--- src/rtl/ntt_pkg.sv ---
// Shared types and constants for the NTT twiddle sequencing logic.
// The optional ack watchdog is enabled with the NTT_SEQ_TIMEOUT_EN macro.
package ntt_pkg;

   typedef enum logic [1:0] {
      IDLE = 2'd0,
      LOAD = 2'd1,
      REQ  = 2'd2,
      DONE = 2'd3
   } seq_state_t;

   localparam logic [5:0] NTT_LOOP_FIRST = 6'h15;
   localparam logic [5:0] NTT_LOOP_LAST  = 6'h27;
   localparam int         NTT_NUM_PASSES = 20;
   localparam int         TW_W           = 16;

endpackage

--- src/rtl/ntt_twiddle_sequencer_watchdog.sv ---
// Ack watchdog for the twiddle sequencer. Built only when NTT_SEQ_TIMEOUT_EN is defined.
// The count is held at zero outside REQ, so it restarts on every REQ entry.
module ntt_seq_watchdog #(
   parameter int TO_CYC = 255
) (
   input  logic clk,
   input  logic rst_n,
   input  logic run,
   output logic expired
);

   localparam int CW = $clog2(TO_CYC + 1);

   logic [CW-1:0] cnt;

   // Count REQ cycles; expired marks the edge at which TO_CYC cycles have gone by without ack
   assign expired = run && (cnt == CW'(TO_CYC - 1));

   // Cycle counter, cleared whenever the sequencer is not waiting in REQ
   always_ff @(posedge clk or negedge rst_n) begin
      if (!rst_n) begin
         cnt <= '0;
      end else if (!run) begin
         cnt <= '0;
      end else if (!expired) begin
         cnt <= cnt + 1'b1;
      end
   end

endmodule

--- src/rtl/ntt_twiddle_sequencer.sv ---
// Steps the twiddle ROM through the passes of one NTT and handshakes each pass
// with the butterfly bank. Pass 0 uses the initial set (switch=0); later passes
// index the ROM with data_loop = LOOP_FIRST..LOOP_LAST.
// Optional feature: NTT_SEQ_TIMEOUT_EN adds an ack watchdog that sets the sticky err flag.
//
// Handshake: bfly_req rises on the first REQ cycle and stays high until bfly_ack is
// sampled high on a rising clk edge while bfly_req=1; ack at any other time is ignored.
module ntt_twiddle_sequencer
   import ntt_pkg::*;
#(
   parameter logic [5:0] LOOP_FIRST = NTT_LOOP_FIRST,
   parameter logic [5:0] LOOP_LAST  = NTT_LOOP_LAST,
   parameter int         ROM_LAT    = 1,
   parameter int         TO_CYC     = 255
) (
   input  logic       clk,
   input  logic       rst_n,
   input  logic       go,
   input  logic       abort,
   input  logic       bfly_ack,
   output logic       start,
   output logic       switch,
   output logic [5:0] data_loop,
   output logic       bfly_req,
   output logic [4:0] pass_idx,
   output logic       busy,
   output logic       done,
   output logic       err,
   output logic [1:0] dbg_state
);

   localparam int               LAT_W    = (ROM_LAT > 1) ? $clog2(ROM_LAT) : 1;
   localparam logic [LAT_W-1:0] LAT_LAST = LAT_W'(ROM_LAT - 1);

   seq_state_t       state, state_n;
   logic [LAT_W-1:0] lat_cnt, lat_cnt_n;
   logic             switch_n;
   logic [5:0]       data_loop_n;
   logic [4:0]       pass_idx_n;
   logic             wd_expired;

   assign dbg_state = state;

`ifdef NTT_SEQ_TIMEOUT_EN
   ntt_seq_watchdog #(
      .TO_CYC (TO_CYC)
   ) u_watchdog (
      .clk     (clk),
      .rst_n   (rst_n),
      .run     (state == REQ),
      .expired (wd_expired)
   );

   // Sticky timeout flag: set when REQ times out, cleared by an accepted go; abort leaves it alone
   always_ff @(posedge clk or negedge rst_n) begin
      if (!rst_n) begin
         err <= 1'b0;
      end else if (!abort) begin
         if (state == IDLE && go) begin
            err <= 1'b0;
         end else if (state == REQ && !bfly_ack && wd_expired) begin
            err <= 1'b1;
         end
      end
   end
`else
   assign wd_expired = 1'b0;
   assign err        = 1'b0;
`endif

   // Next state and next selector values; abort overrides everything else
   always_comb begin
      state_n     = state;
      lat_cnt_n   = lat_cnt;
      switch_n    = switch;
      data_loop_n = data_loop;
      pass_idx_n  = pass_idx;
      if (abort) begin
         state_n    = IDLE;
         pass_idx_n = '0;
      end else begin
         case (state)
            IDLE: begin
               if (go) begin
                  state_n     = LOAD;
                  lat_cnt_n   = '0;
                  pass_idx_n  = '0;
                  switch_n    = 1'b0;
                  data_loop_n = 6'h00;
               end
            end
            LOAD: begin
               if (lat_cnt == LAT_LAST) begin
                  state_n = REQ;
               end else begin
                  lat_cnt_n = lat_cnt + 1'b1;
               end
            end
            REQ: begin
               if (bfly_ack) begin
                  if (switch && data_loop == LOOP_LAST) begin
                     state_n = DONE;
                  end else begin
                     state_n     = LOAD;
                     lat_cnt_n   = '0;
                     pass_idx_n  = pass_idx + 5'd1;
                     switch_n    = 1'b1;
                     data_loop_n = (pass_idx == 5'd0) ? LOOP_FIRST : data_loop + 6'd1;
                  end
               end else if (wd_expired) begin
                  state_n    = IDLE;
                  pass_idx_n = '0;
               end
            end
            DONE: begin
               state_n    = IDLE;
               pass_idx_n = '0;
            end
            default: begin
               state_n    = IDLE;
               pass_idx_n = '0;
            end
         endcase
      end
   end

   // State, counters and registered outputs derived from the next state
   always_ff @(posedge clk or negedge rst_n) begin
      if (!rst_n) begin
         state     <= IDLE;
         lat_cnt   <= '0;
         start     <= 1'b1;
         switch    <= 1'b0;
         data_loop <= 6'h00;
         bfly_req  <= 1'b0;
         pass_idx  <= 5'd0;
         busy      <= 1'b0;
         done      <= 1'b0;
      end else begin
         state     <= state_n;
         lat_cnt   <= lat_cnt_n;
         start     <= (state_n == IDLE) || (state_n == DONE);
         switch    <= switch_n;
         data_loop <= data_loop_n;
         bfly_req  <= (state_n == REQ);
         pass_idx  <= pass_idx_n;
         busy      <= (state_n != IDLE);
         done      <= (state_n == DONE);
      end
   end

endmodule

--- config.mk ---
export PLATFORM = sky130hd
export DESIGN_NAME = ntt_twiddle_sequencer
export DESIGN_NICKNAME = d
export VERILOG_FILES = /design/src/rtl/ntt_pkg.sv /design/src/rtl/ntt_twiddle_sequencer_watchdog.sv /design/src/rtl/ntt_twiddle_sequencer.sv
export SDC_FILE = /design/constraint.sdc
export NUM_CORES = 1
export LEC_CHECK = 0
export BUFFER_PORTS_ARGS = -buffer_cell sky130_fd_sc_hd__buf_4
export CAP_MARGIN = 20
export CELL_PAD_IN_SITES_DETAIL_PLACEMENT = 1
export CELL_PAD_IN_SITES_GLOBAL_PLACEMENT = 2
export CORE_MARGIN = 8
export CORE_UTILIZATION = 34
export DETAILED_ROUTE_END_ITERATION = 10
export PLACE_DENSITY_LB_ADDON = 0.1
export SETUP_SLACK_MARGIN = 0.4
export SLEW_MARGIN = 20
export SYNTH_ARGS = -nofsm -noshare
export SYNTH_HDL_FRONTEND = slang
export SYNTH_SLANG_ARGS = --single-unit
--- constraint.sdc ---
create_clock -name clk -period 2.75 [get_ports clk]
set_input_delay 0.4125 -clock clk [delete_from_list [all_inputs] [get_ports clk]]
set_output_delay 0.4125 -clock clk [all_outputs]
set_load 0.05 [all_outputs]
# Word-level counts from Yosys, hierarchy flattened
# Index checks and enable logic that the tools add are counted.
# classes
add_sub_neg	3
eq_ne	12
n_mux	24
n_bitwise	1
reduce_logical	12
# ops
operator	count
$mux 6	4
$mux 5	4
$pmux 5 s3	1
$pmux 6 s2	1
$mux 2	5
$reduce_and 5->1	2
$ne 3x3->1 const B	3
$eq 2x2->1 const B	4
$pmux 2 s4	1
$add 6x1->6 const B	1
$eq 6x6->1 const B	1
$mux 1	6
$ne 2x2->1 const B	3
$add 5x1->5 const B	1
$logic_not 5->1	1
$logic_not 2->1	2
$reduce_and 4->1	1
$reduce_bool 2->1	2
$reduce_bool 4->1	1
$pmux 1 s3	1
$reduce_bool 3->1	1
$eq 2x1->1 const B	1
$pmux 1 s2	1
$add 1x1->1 const B	1
other kinds (3)	3
# totals
register_bits	19
inputBits	5
output_inout_bits	19
word_cells	61

# Logic depth before layout (Yosys ltp)
# Gate-level depths: netlist of the first run.
# logic_depth
word_depth	8
mapped_depth	7
depth_no_buf	7

# Worst setup path after synthesis of the first run
# OpenSTA, ideal clock, no wires.
# synth_timing
path_type	reg-to-reg
from	reg data_loop[0]
to	reg start
setup_ns	0.058
t_arrival_ns	1.835
t_required_ns	2.692
setup_slack_ns	0.857
path_stages_with_launch	8
path_buffers	0
synth_period_minus_slack_ns	1.893
cell_sequence	dfrtp_1 ha_1 nand2_1 o21ai_0 nand2_1 a21o_1 ha_1 inv_1
# synth_via
elab_chain_cells	8
word_cells_on_any_way	9
cone_classes	eq/ne (2); mux (4); reduce/logical (3)
# synth_lines
item	line	text
start: declaration	ntt_twiddle_sequencer.sv:23	output logic [5:0] data_loop,
start signal: assignment	ntt_twiddle_sequencer.sv:144	data_loop <= data_loop_n;
$eq 6x6->1 (*)	ntt_twiddle_sequencer.sv:101	if (switch && data_loop == LOOP_LAST) begin
$logic_and 1x1->1 (*)	ntt_twiddle_sequencer.sv:101	
$mux 2 (*)	ntt_twiddle_sequencer.sv:101	
$mux 2 (*)	ntt_twiddle_sequencer.sv:100	if (bfly_ack) begin
$pmux 2 s4 (*)	ntt_twiddle_sequencer.sv:82	case (state)
$mux 2 (*)	ntt_twiddle_sequencer.sv:78	if (abort) begin
$eq 2x2->1 or $logic_not 2->1 (tied branches)	ntt_twiddle_sequencer.sv:142	start <= (state_n == IDLE) || (state_n == DONE);
$logic_or 1x1->1 (*)	ntt_twiddle_sequencer.sv:142	
end signal: assignment	ntt_twiddle_sequencer.sv:142	
end: declaration	ntt_twiddle_sequencer.sv:21	output logic start,
# Every way passes the cells marked *; elsewhere a longest branch is shown, timed or not.
# A chain may end at the register's enable or synchronous reset.

# Worst setup path after layout of the first run
# layout_timing
from	reg pass_idx[0]
to	reg data_loop[3]
# layout_via
elab_chain_cells	5
# layout_lines
item	line	text
start: declaration	ntt_twiddle_sequencer.sv:25	output logic [4:0] pass_idx,
start signal: assignment	ntt_twiddle_sequencer.sv:146	pass_idx <= pass_idx_n;
$logic_not 5->1	ntt_twiddle_sequencer.sv:108	data_loop_n = (pass_idx == 5'd0) ? LOOP_FIRST : data_loop + 6'd1;
$mux 6	ntt_twiddle_sequencer.sv:108	
$mux 6	ntt_twiddle_sequencer.sv:101	
$mux 6	ntt_twiddle_sequencer.sv:100	
$pmux 6 s2	ntt_twiddle_sequencer.sv:82	
# Every way passes these cells. The select of a mux whose other input is x is not followed.

==> results.rst, run 1 <==
.. list-table::
   :header-rows: 1

   * - Metric
     - Value
   * - Yosys cell types
     - 35
   * - Pin count of the biggest net entering global routing
     - 19
   * - Area occupied by multi-input gates
     - 475.5 µm²
   * - Crit start category
     - flop
   * - Clock root cell
     - sky130_fd_sc_hd__clkbuf_4
   * - GRT Resource Usage Total
     - 11.10%
   * - Switching power total
     - 0.1898 mW
   * - Number of enable-type register cells in the synthesized netlist
     - 0
   * - Yosys warning count
     - 0
   * - Area of the core region
     - 2734 µm²
   * - Filler cell count in the final layout
     - 326
   * - Overall die width
     - 69.58 µm
   * - Initial core utilization
     - 35.70%
   * - Clock buffer depth
     - 2
   * - Combinational Power Share
     - 22.2%
   * - Internal power summed over all cells
     - 0.4023 mW
   * - Synth Area per Inst
     - 10.49 µm²
   * - Worst-case headroom to the max-slew limit
     - 65.88%
   * - Die boundary height
     - 69.58 µm
   * - Overflow after GRT
     - 0
   * - Synthesis-to-finish area growth
     - 24.49%
   * - Initial antenna violation count
     - 0
   * - Proportion of synthesized flip-flops having asynchronous set or reset
     - 100.0%
   * - Area of the mapped netlist
     - 975.9 µm²
   * - Final ANT Viol Nets
     - 0
   * - Data arrival, critical path
     - 1.93 ns
   * - Fraction of final layout cells sized beyond drive strength 1
     - 27.97%
   * - Number of port buffers
     - 22
   * - CTS Buf Count
     - 3
   * - Wire length of the first global-routing pass
     - 4367 µm
   * - Class of the tightest hold or removal check
     - in -> reg
   * - Clock latency reported for the late side of the worst-skew pair
     - 0.29 ns
   * - Clock slew at reported path FFs
     - 0.11 ns
   * - Worst-margin pin slew
     - 0.5084 ns
   * - Largest area contributor in the synthesized netlist
     - sky130_fd_sc_hd__dfrtp_1
   * - Setup TNS
     - 0 ns
   * - Synth top area cells
     - sky130_fd_sc_hd__dfrtp_1 (44%), sky130_fd_sc_hd__ha_1 (7.7%), sky130_fd_sc_hd__inv_1 (3.8%)
   * - Clock share of power
     - 27.8%
   * - Setup CP Type
     - reg -> reg
   * - HPWL reported at the end of detailed placement
     - 1918 µm
   * - Power Dens Cells
     - 487.3 nW/µm²
   * - Fraction of the yosys area taken by sequential cells
     - 46.28%
   * - Count of vias placed by the detailed router
     - 785
   * - Detailed-route vias per instance
     - 5.268
   * - Instance count of the mapped netlist
     - 93
   * - Number of endpoints failing setup at the final stage
     - 0
   * - Total die area
     - 4841 µm²
   * - Maxcap violations
     - 0
   * - Sequential power share
     - 50.0%
   * - Number of diodes added for antenna fixing
     - 0
   * - Post-synth top flop
     - sky130_fd_sc_hd__dfrtp_1
   * - Required time at the endpoint of the critical path
     - 2.94 ns
   * - Length of the first detailed-routing pass in iterations
     - 4
   * - Commonest cells after routing, fill and taps aside
     - sky130_fd_sc_hd__buf_4 (22), sky130_fd_sc_hd__dfrtp_1 (17), sky130_fd_sc_hd__inv_1 (10)
   * - Worst clock skew on the final layout
     - 0.004561 ns
   * - Number of placement rows
     - 19
   * - Final Max Tran Viols
     - 0
   * - Outcome
     - finished clean
   * - Routed Wire Length
     - 2498 µm
   * - Overall power
     - 0.5921 mW
   * - Max Fanout on Critical Path
     - 6
   * - Number of levels in the clock H-tree
     - 1
   * - Flops & latches, synth
     - 18
   * - Synth top area share
     - 43.59%
   * - Nature of the critical path endpoint
     - flop
   * - Most common library cell in the layout ignoring fill and taps
     - sky130_fd_sc_hd__buf_4
   * - Violation count after the first detailed-routing iteration
     - 40
   * - Layout Nets
     - 130
   * - Area taken by flip-flops and latches
     - 451.7 µm²
   * - Final Critical Period
     - 1.739 ns
   * - Residual DRC count
     - 0
   * - Placer Congestion
     - 0.7073
   * - Number of gates given a new drive strength after cts
     - 0
   * - Number of global-route vias before repair
     - 864
   * - Clock tree from TritonCTS
     - yes
   * - Number of sinks on the clock net
     - 18
   * - Boundary Pins
     - 24
   * - Number of hold violations in the final report
     - 0
   * - Max frequency
     - 575.1 MHz
   * - Drt wl/cell
     - 16.77 µm
   * - Portion of the clock cycle consumed by the worst path in the final layout
     - 63.24%
   * - Leak
     - 0.5895 nW
   * - Post-synth net total
     - 104
   * - RSZ-0062 raised after global routing
     - false
   * - Switching power as a share of total power
     - 32.05%
   * - Maximum vdd drop
     - 0.4089 mV
   * - Worst setup slack for register-to-register paths
     - 1.01 ns
[cell usage after synthesis, types with 2 or more instances]
library cell	instances
sky130_fd_sc_hd__nand2_1	7
sky130_fd_sc_hd__a21oi_1	6
sky130_fd_sc_hd__ha_1	6
sky130_fd_sc_hd__nor2_1	3
sky130_fd_sc_hd__a22o_1	3
sky130_fd_sc_hd__dfrtp_1	17
sky130_fd_sc_hd__a211o_1	2
sky130_fd_sc_hd__nand2b_1	3
sky130_fd_sc_hd__nand3_1	5
sky130_fd_sc_hd__xnor2_1	3
sky130_fd_sc_hd__a21o_1	3
sky130_fd_sc_hd__inv_1	10
sky130_fd_sc_hd__o32ai_1	3
[through the flow]
stage	worst slack (ns)	hold WS [ns]	util (%)	area (µm²)	cells
global placement	1.024	0.2973	42.75	1169	144
global route	0.7998	0.3343	44.44	1215	149
CTS	0.9781	0.3360	44.44	1215	149
finish	1.011	0.3421	44.44	1215	149
detailed placement	1.006	0.2957	42.75	1169	144
floorplan	0.8570	0.1169	-	975.9	93
[cell families after synthesis]
logic type | share of synthesized area (%)
and+or+nand+nor | 17.69
other | 0.3842
xor gates and xnor gates | 2.693
buffers and inverters | 5.000
adders and majority gates | 7.692
AOI/OAI and AO/OA | 20.26
DFF | 46.28
[path summary, 6_finish.rpt]
check | start | end | cells past startpoint
max | pass_idx[0]$_DFFE_PN0P_ | data_loop[3]$_DFFE_PN0P_ | 6
min | abort | pass_idx[2]$_DFFE_PN0P_ | 2
max reg2reg | pass_idx[0]$_DFFE_PN0P_ | data_loop[3]$_DFFE_PN0P_ | 6
min reg2reg | switch$_DFFE_PN0P_ | switch$_DFFE_PN0P_ | 1
max in group asynchronous | rst_n | start$_DFF_PN1_ | 2
min in group asynchronous | rst_n | data_loop[1]$_DFFE_PN0P_ | 2
[area by class of cell]
class	instances	area share [%]
inverters	10	3.090
repair buffers	23	14.42
clock buffers	4	2.987
flip-flops and latches	18	37.18
multi-input cells	63	39.13
well taps	31	3.193
[state kept, by name, summed over array words and instances, names as in the netlist]
signal	count
dbg_state	2
bfly_req	1
data_loop	6
busy	1
switch	1
done	1
start	1
pass_idx	5
[routing by layer]
metal / GRT usage, % / up-vias / wire length [µm]
met2: 19.57 / 18 / 1259
met5: 0 / - / 0
met1: 12.84 / 388 / 1129
li1: - / 377 / -
met4: 1.367 / 0 / 16
met3: 3.863 / 2 / 93
[power groups by stage]
stage          registers, mW  clock network, mW  logic (mW)
2_1_floorplan          0.348                  0      0.0382
6_report               0.296              0.165       0.132
4_1_cts                0.296              0.173       0.134
3_5_place_dp           0.301                  0       0.133
5_1_grt                0.298              0.189       0.141
3_3_place_gp           0.300                  0       0.132
[worst max-delay path, cell delays in order (launching register included)]
cell and delay [ns]:
sky130_fd_sc_hd__dfrtp_1 0.45, sky130_fd_sc_hd__inv_1 0.10, sky130_fd_sc_hd__ha_1 0.15, sky130_fd_sc_hd__or4b_4 0.50
sky130_fd_sc_hd__o211a_2 0.20, sky130_fd_sc_hd__a211oi_2 0.20, sky130_fd_sc_hd__nor2_1 0.06
[timing repair]
action | CTS | global route
hold buffers | 1 | 0
setup buffers | 0 | 0
hold endpoints to repair | 17 | 0
(Power assumes the default switching activity.)
==> inputs of run 2 (changes only) <==
- ABC_AREA: default -> 1
- CORE_UTILIZATION: 34 -> 27
- clock period: 2.75 -> 1.4 ns (I/O delays scaled with it)
==> run 2 against run 1 <==
Compared with the run above:
- clock power grew to 2.7 times the previous value
- maximum frequency is 27% higher
- synthesized cell count rose by 49%
- flip-flop and latch count did not move
- via count rose by 49%
- power up 130%
- sequential power rose by 92%
- register-to-register slack got worse by 0.98 ns
- worst hold slack worse by 0.092 ns
- area after synthesis grew 15%
- highest routed layer unchanged
==> results.rst, run 2 <==
.. list-table::
   :header-rows: 1

   * - Metric
     - Value
   * - Synth top area cells
     - sky130_fd_sc_hd__dfrtp_1 (38%), sky130_fd_sc_hd__nand2_1 (11%), sky130_fd_sc_hd__ha_1 (6.7%)
   * - Most common library cell in the layout ignoring fill and taps
     - sky130_fd_sc_hd__buf_4
   * - Number of global-route vias before repair
     - 1326
   * - Data arrival, critical path
     - 1.57 ns
   * - Flops & latches, synth
     - 18
   * - Buffers plus inverters on the worst setup path
     - 1
   * - Fraction of final layout cells sized beyond drive strength 1
     - 53.66%
   * - Simple-gate share of the synthesized area
     - 37.75%
   * - Worst clock skew on the final layout
     - 0.005000 ns
   * - Area share of xor/xnor cells in the synthesized design
     - 0.7795%
   * - Overall die width
     - 80.51 µm
   * - Final Max Tran Viols
     - 0
   * - Clock slew at reported path FFs
     - 0.08 ns
   * - Area of the core region
     - 4000 µm²
   * - HPWL reported at the end of detailed placement
     - 2701 µm
   * - Drt wl/cell
     - 14.39 µm
   * - Number of placement rows
     - 23
   * - Number of sinks on the clock net
     - 18
   * - Final std cell area, no fill
     - 1972 µm²
   * - Largest area contributor in the synthesized netlist
     - sky130_fd_sc_hd__dfrtp_1
   * - Post-synth top flop
     - sky130_fd_sc_hd__dfrtp_1
   * - Pin count of the biggest net entering global routing
     - 19
   * - Portion of netlist area occupied by mux cells
     - 0%
   * - Routed Wire Length
     - 3669 µm
   * - Yosys warning count
     - 0
   * - Instance count after placement with tap cells included
     - 229
   * - Wire length of the first global-routing pass
     - 6272 µm
   * - Length of the first detailed-routing pass in iterations
     - 3
   * - Synthesis-to-finish area growth
     - 75.50%
   * - Commonest cells after routing, fill and taps aside
     - sky130_fd_sc_hd__buf_4 (32), sky130_fd_sc_hd__nand2_1 (29), sky130_fd_sc_hd__buf_6 (18)
   * - Instance count of the mapped netlist
     - 139
   * - Fraction of the mapped netlist area in compound gates
     - 5.679%
   * - Post-synth net total
     - 150
   * - Die boundary height
     - 80.51 µm
   * - Overflow after GRT
     - 0
   * - Boundary Pins
     - 24
   * - Max Fanout on Critical Path
     - 3
   * - CTS Buf Count
     - 3
   * - Final standard cell count with taps included and fillers excluded
     - 255
   * - Family with the most delay on the worst path
     - adder cells
   * - Placer Congestion
     - 0.7633
   * - Leak
     - 0.9805 nW
   * - Maxcap violations
     - 0
   * - Maximum vdd drop
     - 0.3932 mV
   * - Fraction of the yosys area taken by sequential cells
     - 40.20%
   * - Clock root cell
     - sky130_fd_sc_hd__clkbuf_8
   * - Nature of the critical path endpoint
     - flop
   * - Number of flip-flops in the largest register
     - 6
   * - Required time at the endpoint of the critical path
     - 1.60 ns
   * - Max frequency
     - 729.0 MHz
   * - Portion of the clock cycle consumed by the worst path in the final layout
     - 97.98%
   * - Crit start category
     - flop
   * - Number of enable-type register cells in the synthesized netlist
     - 0
   * - GRT Resource Usage Total
     - 12.28%
   * - Number of endpoints failing setup at the final stage
     - 0
   * - Setup CP Type
     - reg -> reg
   * - Class of the tightest hold or removal check
     - in -> reg
   * - Initial antenna violation count
     - 0
   * - Initial core utilization
     - 28.09%
   * - Post-Place Cell Area
     - 1528 µm²
   * - Main combinational cell family by area after synthesis
     - simple AND/OR/NAND/NOR gates
   * - Share of synthesized cell area in full adder, half adder and majority cells
     - 6.682%
   * - Residual DRC count
     - 0
   * - RSZ-0062 raised after global routing
     - true
   * - Synth Area per Inst
     - 8.083 µm²
   * - Detailed-route vias per instance
     - 4.584
   * - Number of diodes added for antenna fixing
     - 0
   * - Count of vias placed by the detailed router
     - 1169
   * - Number of hold violations in the final report
     - 0
   * - Core occupancy in the finished layout
     - 49.30%
   * - Clock latency reported for the late side of the worst-skew pair
     - 0.26 ns
   * - Total die area
     - 6482 µm²
   * - Number of levels in the clock H-tree
     - 1
   * - Cell with the most instances after synthesis
     - sky130_fd_sc_hd__nand2_1
   * - Layout Nets
     - 217
   * - List of most frequent post-synthesis cells
     - sky130_fd_sc_hd__nand2_1 (34), sky130_fd_sc_hd__inv_1 (18), sky130_fd_sc_hd__dfrtp_1 (17)
   * - Power Dens Cells
     - 697.6 nW/µm²
   * - Final ANT Viol Nets
     - 0
   * - Violation count after the first detailed-routing iteration
     - 17
   * - Clock buffer depth
     - 2
   * - Area of the mapped netlist
     - 1124 µm²
   * - Proportion of synthesized flip-flops having asynchronous set or reset
     - 100.0%
   * - Final Critical Period
     - 1.372 ns
   * - Ordered list of cells on the worst path
     - ha_4 > nand2_4 > nor2_4 > nand3_4 > o211ai_1 > nand2_1 > ha_1 > inv_1
   * - Clock tree from TritonCTS
     - yes
   * - Register with the most flip-flops
     - data_loop
   * - Delay of the slowest cell on the worst path
     - 0.39 ns
   * - Slowest cell on the critical path
     - sky130_fd_sc_hd__dfrtp_2
   * - Number of port buffers
     - 22
   * - Outcome
     - finished clean
   * - Synth top area share
     - 37.86%
   * - Yosys cell types
     - 26
==> run 2: cell count changes after synthesis, sizes merged, moves of 2 or more <==
| cell | delta |
|---|---|
| o21ai | +4 |
| inv | +13 |
| o32ai | -3 |
| or4b | -2 |
| nand2b | -4 |
| nand3 | +10 |
| a21oi | -3 |
| a21o | -4 |
| a211o | -2 |
| nor2 | +13 |
| nand2 | +29 |
| nand4 | +11 |
| xnor2 | -3 |
| a22o | -3 |
==> run 2: path summary, 6_finish.rpt <==
check	startpoint	end	slack, ns	cells after the start
min in group asynchronous	rst_n	pass_idx[4]$_DFFE_PN0P_	0.36	2
max	data_loop[0]$_DFFE_PN0P_	start$_DFF_PN1_	0.03	8
min reg2reg	switch$_DFFE_PN0P_	switch$_DFFE_PN0P_	0.66	3
min	abort	pass_idx[2]$_DFFE_PN0P_	0.25	4
max in group asynchronous	rst_n	start$_DFF_PN1_	0.77	2
max reg2reg	data_loop[0]$_DFFE_PN0P_	start$_DFF_PN1_	0.03	8
==> run 2: through the flow <==
step / setup WS [ns] / TNS [ns] / total power, mW / hold WS (ns)
final: 0.02829 / 0 / 1.376 / 0.2496
after detailed placement: 0.0001229 / 0 / 0.8728 / 0.1046
after global placement: 0.02840 / 0 / 0.8671 / 0.1020
after CTS: 0.001659 / 0 / 1.386 / 0.2570
after global routing: -0.04417 / -0.07170 / 1.433 / 0.2886
after floorplan: -0.1786 / -0.4393 / 0.7530 / -0.08559
==> run 2: cell families (layout without fill, tap and decap cells) <==
group / count (synthesis) / in the layout
fa+ha+maj: 6 / 6
buf+inv: 24 / 90
xor+xnor: 1 / 1
compound gates: 11 / 11
flops: 18 / 18
simple gates: 78 / 78
other cells: 1 / 1
==> run 2: power breakdown <==
part	leakage, nW	internal [mW]	switching (mW)
sequential	0.230	0.546	0.0212
clock	0.0288	0.250	0.189
combinational	0.722	0.149	0.220
total	0.980	0.945	0.430
==> run 2: layer usage <==
layer,vias to the layer above,share of wire [%],wire length (µm),global-route usage (%)
met5,-,0,0,0
met4,0,1.0,38,3.818
met3,4,3.2,117,2.344
met2,14,53,1951,22.45
met1,571,43,1561,13.82
li1,580,-,-,-
==> run 2: worst min-delay path, cell delays in order <==
cell and delay, ns:
sky130_fd_sc_hd__buf_4 0.11, sky130_fd_sc_hd__nor2_1 0.04, sky130_fd_sc_hd__nand4_1 0.06, sky130_fd_sc_hd__nand2_1 0.04
==> run 2: final cells by class <==
type | instances | area [µm²]
fill | 477 | 2028
tap | 50 | 62.56
multi-input combinational | 97 | 669.4
inverter | 23 | 88.84
clock buffer | 4 | 55.05
timing repair buffer | 63 | 633.1
sequential | 18 | 462.9
==> run 2: what timing repair did <==
action | CTS | global route
endpoints found under the hold margin | 17 | 0
resized for setup | 44 | 18
endpoints found under the setup margin | 36 | 36
pin swaps | 6 | 12
hold buffers | 1 | 0
setup buffers | 16 | 5
==> inputs of run 3 (changes only) <==
- CORE_UTILIZATION: 27 -> 33
- clock period: 1.4 -> 1.7 ns (I/O delays scaled with it)
==> run 3 against run 2 <==
Compared with the run above:
- sequential share of layout area rose by 4.9 points
- clock power fell by 36%
- critical path type is now reg -> out
- register-to-register slack improved by 0.29 ns
- non-clock buffer count fell by 25
- die area fell by 15%
- worst setup slack improved by 0.27 ns
- highest routed layer unchanged
- power fell by 27%
==> results.rst, run 3 (synthesis gave the netlist of run 2 again) <==
.. list-table::
   :header-rows: 1

   * - Metric
     - Value
   * - Outcome
     - finished clean
   * - Layout Nets
     - 192
   * - Commonest cells after routing, fill and taps aside
     - sky130_fd_sc_hd__nand2_1 (32), sky130_fd_sc_hd__buf_4 (31), sky130_fd_sc_hd__inv_1 (16)
   * - Number of flip-flops in the largest register
     - 6
   * - Worst setup slack for register-to-register paths
     - 0.32 ns
   * - Hold path start
     - bfly_ack
   * - Max Fanout on Critical Path
     - 4
   * - Violation count after the first detailed-routing iteration
     - 56
   * - Routed Wire Length
     - 3349 µm
   * - Nature of the critical path endpoint
     - output port
   * - R2R depth
     - 8
   * - Leak
     - 0.8222 nW
   * - Synthesis-to-finish area growth
     - 45.55%
   * - Required time at the endpoint of the critical path
     - 1.44 ns
   * - Final Critical Period
     - 1.404 ns
   * - Number of diodes added for antenna fixing
     - 0
   * - Area of the core region
     - 3311 µm²
   * - Initial core utilization
     - 33.94%
   * - HPWL reported at the end of detailed placement
     - 2285 µm
   * - Setup CP Type
     - reg -> out
   * - Die boundary height
     - 74.35 µm
   * - Combinational Power Share
     - 25.2%
   * - Worst clock skew on the final layout
     - 0.002635 ns
   * - Overall power
     - 0.9987 mW
   * - Crit start category
     - flop
   * - Class of the tightest hold or removal check
     - in -> reg
   * - Worst hold path stage count
     - 3
   * - Switching power as a share of total power
     - 33.63%
   * - Detailed-route vias per instance
     - 4.779
   * - Clock buffer depth
     - 2
   * - Clock share of power
     - 27.9%
   * - Overall die width
     - 74.35 µm
   * - Length of the first detailed-routing pass in iterations
     - 4
   * - Clock slew at reported path FFs
     - 0.12 ns
   * - Register with the most flip-flops
     - data_loop
   * - CTS Buf Count
     - 3
   * - Fraction of final layout cells sized beyond drive strength 1
     - 43.89%
   * - Maximum vdd drop
     - 0.4188 mV
   * - Number of global-route vias before repair
     - 1155
   * - Most common library cell in the layout ignoring fill and taps
     - sky130_fd_sc_hd__nand2_1
   * - Setup TNS
     - 0 ns
   * - Worst reg2reg startpoint
     - data_loop[1]$_DFFE_PN0P_
   * - Internal power summed over all cells
     - 0.6629 mW
   * - Residual DRC count
     - 0
   * - Drt wl/cell
     - 14.82 µm
   * - RSZ-0062 raised after global routing
     - true
   * - Number of endpoints failing setup at the final stage
     - 0
   * - Number of hold violations in the final report
     - 0
   * - Capture point of the worst reg-to-reg path
     - start$_DFF_PN1_
   * - Final Max Tran Viols
     - 0
   * - Switching power total
     - 0.3359 mW
   * - Number of port buffers
     - 22
   * - Count of vias placed by the detailed router
     - 1080
   * - Data arrival, critical path
     - 1.15 ns
   * - Maxcap violations
     - 0
   * - Final std cell area, no fill
     - 1635 µm²
   * - Final ANT Viol Nets
     - 0
   * - Placer Congestion
     - 0.6924
   * - Wire length of the first global-routing pass
     - 5664 µm
   * - Initial antenna violation count
     - 0
   * - Power Dens Cells
     - 610.7 nW/µm²
   * - Total die area
     - 5528 µm²
   * - GRT Resource Usage Total
     - 13.30%
   * - Number of placement rows
     - 21
   * - Pin count of the biggest net entering global routing
     - 19
   * - Number of sinks on the clock net
     - 18
   * - Sequential power share
     - 46.9%
   * - Clock latency reported for the late side of the worst-skew pair
     - 0.30 ns
   * - Clock tree from TritonCTS
     - yes
   * - Portion of the clock cycle consumed by the worst path in the final layout
     - 82.60%
   * - Number of levels in the clock H-tree
     - 1
   * - Post-Place Cell Area
     - 1380 µm²
   * - Max frequency
     - 712.2 MHz
   * - Sink of the worst hold path
     - dbg_state[0]$_DFF_PN0_
   * - Overflow after GRT
     - 0
   * - Clock root cell
     - sky130_fd_sc_hd__clkbuf_4
   * - Boundary Pins
     - 24
## run 3: cell count changes in the layout (fill, tap and decap cells not counted), moves of 2 or more
cell / before / now
sky130_fd_sc_hd__nand2_2: 6 / 2
sky130_fd_sc_hd__nand2_1: 29 / 32
sky130_fd_sc_hd__buf_8: 12 / 2
sky130_fd_sc_hd__buf_6: 18 / 4
sky130_fd_sc_hd__clkbuf_8: 4 / 1
sky130_fd_sc_hd__clkbuf_4: 0 / 3
sky130_fd_sc_hd__nand3_4: 2 / 4
sky130_fd_sc_hd__nand3_2: 3 / 1
## run 3: final cells by class
class	count	area, µm²
clock buffer	4	36.28
fill	399	1675
inverter	23	88.84
multi-input combinational	97	670.6
sequential	18	464.2
tap	46	57.56
timing repair buffer	38	317.8
## run 3: worst max-delay path, cell delays in order (launching register included)
cell and delay, ns:
sky130_fd_sc_hd__dfrtp_2 0.45, sky130_fd_sc_hd__buf_4 0.14, sky130_fd_sc_hd__buf_6 0.12, sky130_fd_sc_hd__buf_8 0.14
## run 3: what timing repair did
action / CTS / global route
gates resized for setup: 6 / 18
endpoints found under the setup margin: 17 / 22
setup buffers: 12 / 3
endpoints found under the hold margin: 17 / 0
pin swaps: 6 / 3
hold buffers: 1 / 0
## run 3: through the flow
stage / hold WS [ns] / instances / util (%) / setup WS [ns]
finish: 0.2583 / 226 / 49.40 / 0.2959
global route: 0.2656 / 226 / 49.40 / 0.2352
CTS: 0.2774 / 223 / 46.49 / 0.3030
detailed placement: 0.1465 / 206 / 41.69 / 0.2149
global placement: 0.1399 / 206 / 41.69 / 0.2721
floorplan: -0.04059 / 139 / - / 0.1214
## run 3: how the worst max path moves through the flow
stage | slack [ns] | cells past startpoint | to | from
after floorplan | 0.12 | 8 | start$_DFF_PN1_ | data_loop[0]$_DFFE_PN0P_
after global placement | 0.27 | 5 | done$_DFF_PN0_ | dbg_state[1]$_DFF_PN0_
after detailed placement | 0.21 | 5 | done$_DFF_PN0_ | dbg_state[1]$_DFF_PN0_
after CTS | 0.30 | 8 | start$_DFF_PN1_ | data_loop[0]$_DFFE_PN0P_
after global routing | 0.24 | 8 | start$_DFF_PN1_ | data_loop[1]$_DFFE_PN0P_
final | 0.30 | 3 | data_loop[1] | data_loop[1]$_DFFE_PN0P_
## run 3: power by group through the flow
stage / logic (mW) / registers (mW) / clock network [mW]
after floorplan: 0.0788 / 0.541 / 0
after global placement: 0.208 / 0.480 / 0
after detailed placement: 0.211 / 0.481 / 0
after CTS: 0.241 / 0.468 / 0.288
after global routing: 0.272 / 0.472 / 0.310
final: 0.251 / 0.469 / 0.279
## run 3: routing by layer
layer  part of all wire [%]  routed length, µm  vias up  track usage [%]
met5                      0                  0        -                0
met4                   0.45                 15        0            2.609
met3                    3.9                130        2            2.291
met2                     52               1748       13            24.32
met1                     43               1455      533            15.77
li1                       -                  -      532                -
